<file path="src/rtl/carry_timer_pkg.sv">
// Shared types and constants for the carry-chain down-counting timer.
package carry_timer_pkg;

  typedef enum logic {
    IDLE = 1'b0,
    RUN  = 1'b1
  } timer_state_t;

  localparam int DEFAULT_WIDTH = 16;

endpackage

</file>
<file path="src/rtl/dec_carry_slice.sv">
// One bit of the decrement carry chain: XORCY-style sum and MUXCY-style borrow.
module dec_carry_slice (
  input  logic q_i,
  input  logic borrow_i,
  output logic d_o,
  output logic borrow_o
);

  assign d_o      = q_i ^ borrow_i;
  assign borrow_o = ~q_i & borrow_i;

endmodule

</file>
<file path="src/rtl/carry_down_timer.sv">
// Loadable down-counting timer with one-shot and auto-reload modes.
// Zero detect is the borrow leaving the top of the decrement chain.
module carry_down_timer
  import carry_timer_pkg::*;
#(
  parameter int WIDTH = DEFAULT_WIDTH
) (
  input  logic             C,
  input  logic             CLR,
  input  logic             CE,
  input  logic             LD,
  input  logic [WIDTH-1:0] D,
  input  logic             START,
  input  logic             STOP,
  input  logic             AUTO,
  output logic [WIDTH-1:0] Q,
  output logic             TC,
  output logic             BUSY
);

  timer_state_t     state_q;
  logic [WIDTH-1:0] q_q;
  logic [WIDTH-1:0] r_q;
  logic [WIDTH-1:0] r_d;
  logic             tc_q;
  logic [WIDTH-1:0] dec_s;
  logic [WIDTH:0]   borrow_s;
  logic             zero_s;

  assign borrow_s[0] = 1'b1;

  for (genvar i = 0; i < WIDTH; i++) begin : g_chain
    dec_carry_slice u_slice (
      .q_i      (q_q[i]),
      .borrow_i (borrow_s[i]),
      .d_o      (dec_s[i]),
      .borrow_o (borrow_s[i+1])
    );
  end

  assign zero_s = borrow_s[WIDTH];

  // A load on the same edge as a (re)start or reload is used immediately.
  always_comb begin
    r_d = r_q;
    if (LD) begin
      r_d = D;
    end else begin
      r_d = r_q;
    end
  end

  always_ff @(posedge C or negedge CLR) begin
    if (!CLR) begin
      state_q <= IDLE;
      q_q     <= {WIDTH{1'b0}};
      r_q     <= {WIDTH{1'b0}};
      tc_q    <= 1'b0;
    end else begin
      r_q  <= r_d;
      tc_q <= 1'b0;
      case (state_q)
        IDLE: begin
          if (START && !STOP) begin
            q_q     <= r_d;
            state_q <= RUN;
          end
        end
        RUN: begin
          if (STOP) begin
            state_q <= IDLE;
          end else if (START) begin
            q_q <= r_d;
          end else if (CE) begin
            // Terminal branch always overrides the decrement, so Q never wraps.
            if (zero_s) begin
              tc_q <= 1'b1;
              if (AUTO) begin
                q_q <= r_d;
              end else begin
                state_q <= IDLE;
              end
            end else begin
              q_q <= dec_s;
            end
          end
        end
        default: begin
          state_q <= IDLE;
        end
      endcase
    end
  end

  assign Q    = q_q;
  assign TC   = tc_q;
  assign BUSY = (state_q == RUN);

endmodule

</file>
<file path="config.mk">
export PLATFORM = sky130hd
export DESIGN_NAME = carry_down_timer
export DESIGN_NICKNAME = d
export VERILOG_FILES = /design/src/rtl/carry_timer_pkg.sv /design/src/rtl/dec_carry_slice.sv /design/src/rtl/carry_down_timer.sv
export SDC_FILE = /design/constraint.sdc
export NUM_CORES = 1
export LEC_CHECK = 0
export BUFFER_PORTS_ARGS = -buffer_cell sky130_fd_sc_hd__buf_4
export CORE_MARGIN = 5
export CORE_UTILIZATION = 40
export DETAILED_ROUTE_END_ITERATION = 12
export SETUP_SLACK_MARGIN = 0.3
export SLEW_MARGIN = 0
export SYNTH_ARGS = -nofsm -noshare
export SYNTH_HDL_FRONTEND = slang
export SYNTH_HIERARCHICAL = 1
export SYNTH_SLANG_ARGS = --single-unit
</file>
<file path="constraint.sdc">
create_clock -name C -period 4.3 [get_ports C]
set_input_delay 1.29 -clock C [delete_from_list [all_inputs] [get_ports C]]
set_output_delay 1.29 -clock C [all_outputs]
set_load 0.005 [all_outputs]
</file>
==> impl_metrics.env <==
export IMPL_cts_buffers=5
export IMPL_vias=1456
export IMPL_maxSlewViolCount=0
export IMPL_instances_no_fill=298
export IMPL_crit_chain="inv_1, ha_4, ha_4, ha_4, ha_4, ha_4, ha_4, ha_4, ha_4, ha_4, ha_4, ha_4, ha_4, ha_4, ha_4, ha_4, ha_4, nor3b_4, buf_6, bufbuf_16, nor2b_4, o41ai_2"
export IMPL_wl_per_cell_um=15.4
export IMPL_ctsHoldBuffers=0
export IMPL_die_h_um=81.0
export IMPL_final_common_cell="buf_4"
export IMPL_cp_arrival_ns=4.06
export IMPL_die_x_um=81.0
export IMPL_dr_pass1_iters=4
export IMPL_finClkSkew_ns=0.00423
export IMPL_ctsLongestPathBuffers=2
export IMPL_syn2layout_area_growth_pct=44.4
export IMPL_max_stage_delay_ns=0.35
export IMPL_critPathKind="reg2reg"
export IMPL_critPathCaptureType="register"
export IMPL_grt_pass1_wl_um=7860
export IMPL_drc=0
export IMPL_power_density_mw_per_mm2=329
export IMPL_grt_use_met1_pct=20.1
export IMPL_path_delay_family="adder cells"
export IMPL_crit_buf_inv=3
export IMPL_crit_required_ns=4.45
export IMPL_final_setup_worst_slack_ns=0.397
export IMPL_slowest_stage="dfrtp_1"
export IMPL_cp_depth=22
export IMPL_rsz0062_at_grt="no"
export IMPL_syn_inst=183
export IMPL_grt_pass1_vias=1595
export IMPL_drtAntennaViolNets=0
export IMPL_io_pins=41
export IMPL_gr_usage_met3_pct=4.21
export IMPL_dieArea_mm2=0.00656
export IMPL_use_met2_pct=25.5
export IMPL_crit_path_start_kind="register"
export IMPL_cts_tree="yes"
export IMPL_tns_ns=0
export IMPL_io_buffers=40
export IMPL_synth_seq_cells=34
export IMPL_cp_common_cell="ha_4"
export IMPL_yosysSeqAreaShare_pct=42.2
export IMPL_outcome="finished, final reports clean"
export IMPL_placementRows=25
export IMPL_wl_um=4580
export IMPL_pre_cts_slack_ns=0.0462
export IMPL_worstRegToRegCells=22
export IMPL_critical_path_peak_fanout=5
export IMPL_placed_cells=282
export IMPL_syn_nets=222
export IMPL_grt_start_max_net_pins=35
export IMPL_clock_latency_ns=0.28
export IMPL_period_share_pct=90.8
export IMPL_final_cell_mix="buf_4 (42), dfrtp_1 (34), inv_1 (33)"
export IMPL_grtUsageTotal_pct=15.5
export IMPL_cts_root_buffer="clkbuf_8"
export IMPL_top_usage_layer="met2"
export IMPL_gp_congestion=0.695
export IMPL_synth_area_per_cell_um2=11.0
export IMPL_htree_levels=2
export IMPL_hpwl_um=2780
export IMPL_cts_sinks=34
export IMPL_first_iter_violations=69
export IMPL_max_vdd_ir_drop_mv=0.127
export IMPL_power_leakage_uw=0.00136
export IMPL_setup_viol=0
export IMPL_max_freq_ghz=0.256
export IMPL_drv_cap=0
export IMPL_drive_above_1_share_pct=51.9
export IMPL_core_mm2=0.00482
export IMPL_min_path_type="reg2reg"
export IMPL_start_util_pct=41.9
export IMPL_synth_area_mm2=0.00202
export IMPL_hold_ws_ns=0.498
export IMPL_antenna_found_initial=0
export IMPL_num_nets_final=269
export IMPL_antenna_cells=0
export IMPL_path_clk_slew_ns=0.07
export IMPL_synth_distinct_cells=20
export IMPL_final_hold_viol_count=0
export IMPL_via_per_inst=4.89
export IMPL_yosys_warnings=6
export IMPL_overflow=0
export IMPL_whs_path_depth=1
export IMPL_period_needed_ns=3.90
export IMPL_utilization_pct=60.4
Yosys cell counts (all sizes together):
cell / count / area share [%]
nor4b: 1 / 0.43
nand2b: 1 / 0.31
o41ai: 16 / 13
nor2: 16 / 3.0
buf: 9 / 3.8
ha: 16 / 9.9
nor2b: 16 / 5.0
mux2: 16 / 8.9
inv: 33 / 6.1
nor3b: 1 / 0.93
a31oi: 1 / 1.1
o21ai: 17 / 4.2
clkbuf: 3 / 0.56
a21oi: 1 / 0.25
dfrtp: 34 / 42
conb: 1 / 0.19
nand2: 1 / 0.19
timing repair:
action | CTS | global route
pin swaps | 6 | 4
cloned | 4 | 0
buffers inserted | 4 | 0
endpoints found under the setup margin | 16 | 16
resized for setup | 51 | 11
final cells by class:
class	instances	area, um2
multi-input cells	104	1240
inverters	33	124
clock buffers	7	86.3
flip-flops and latches	34	851
fillers	406	1910
clock inverters	1	5.00
well taps	67	83.8
repair buffers	52	526
path summary, 6_finish.rpt:
check | from | to | slack (ns)
setup / recovery | Q[0]$_DFFE_PN0P_ | Q[5]$_DFFE_PN0P_ | 0.40
hold / removal | r_q[10]$_DFF_PN0_ | r_q[10]$_DFF_PN0_ | 0.50
setup reg to reg | Q[0]$_DFFE_PN0P_ | Q[5]$_DFFE_PN0P_ | 0.40
hold reg to reg | r_q[10]$_DFF_PN0_ | r_q[10]$_DFF_PN0_ | 0.50
max in group asynchronous | CLR | Q[10]$_DFFE_PN0P_ | 3.05
min in group asynchronous | CLR | Q[0]$_DFFE_PN0P_ | 0.94
routing by layer:
layer | up-vias | routed length [um] | part of all wire [%]
met4 | 0 | 55 | 1.2
li1 | 706 | - | -
met3 | 5 | 210 | 4.6
met1 | 716 | 2000 | 44
met2 | 29 | 2310 | 50
met5 | - | 0 | 0
through the flow:
stage | area (um2) | power (uW)
3_3_place_gp | 2360 | 630
3_5_place_dp | 2360 | 634
2_1_floorplan | 2020 | 536
6_report | 2910 | 959
5_1_grt | 2910 | 1020
4_1_cts | 2810 | 939
cell families (layout without fill, tap and decap cells):
kind of cell               after synthesis  in the layout  synth area share [%]
AOI/OAI and AO/OA                       35             35                  18.4
other                                    1              1                 0.186
and+or+nand+nor                         36             36                  9.80
buffers and inverters                   45             93                  10.5
DFF                                     34             34                  42.2
adders and majority gates               16             16                  9.93
muxes                                   16             16                  8.93
registers in the layout, summed over array words and instances, names as in the netlist:
name and flops:
Q 16, r_q 16, BUSY 1, TC 1
power by group:
part | leakage [uW] | internal [uW] | switching [uW]
sequential | 0.000411 | 363 | 29.6
clock | 0.0000482 | 129 | 116
combinational | 0.000898 | 173 | 148
total | 0.00136 | 666 | 294
Power figures use the tool's default switching activity.
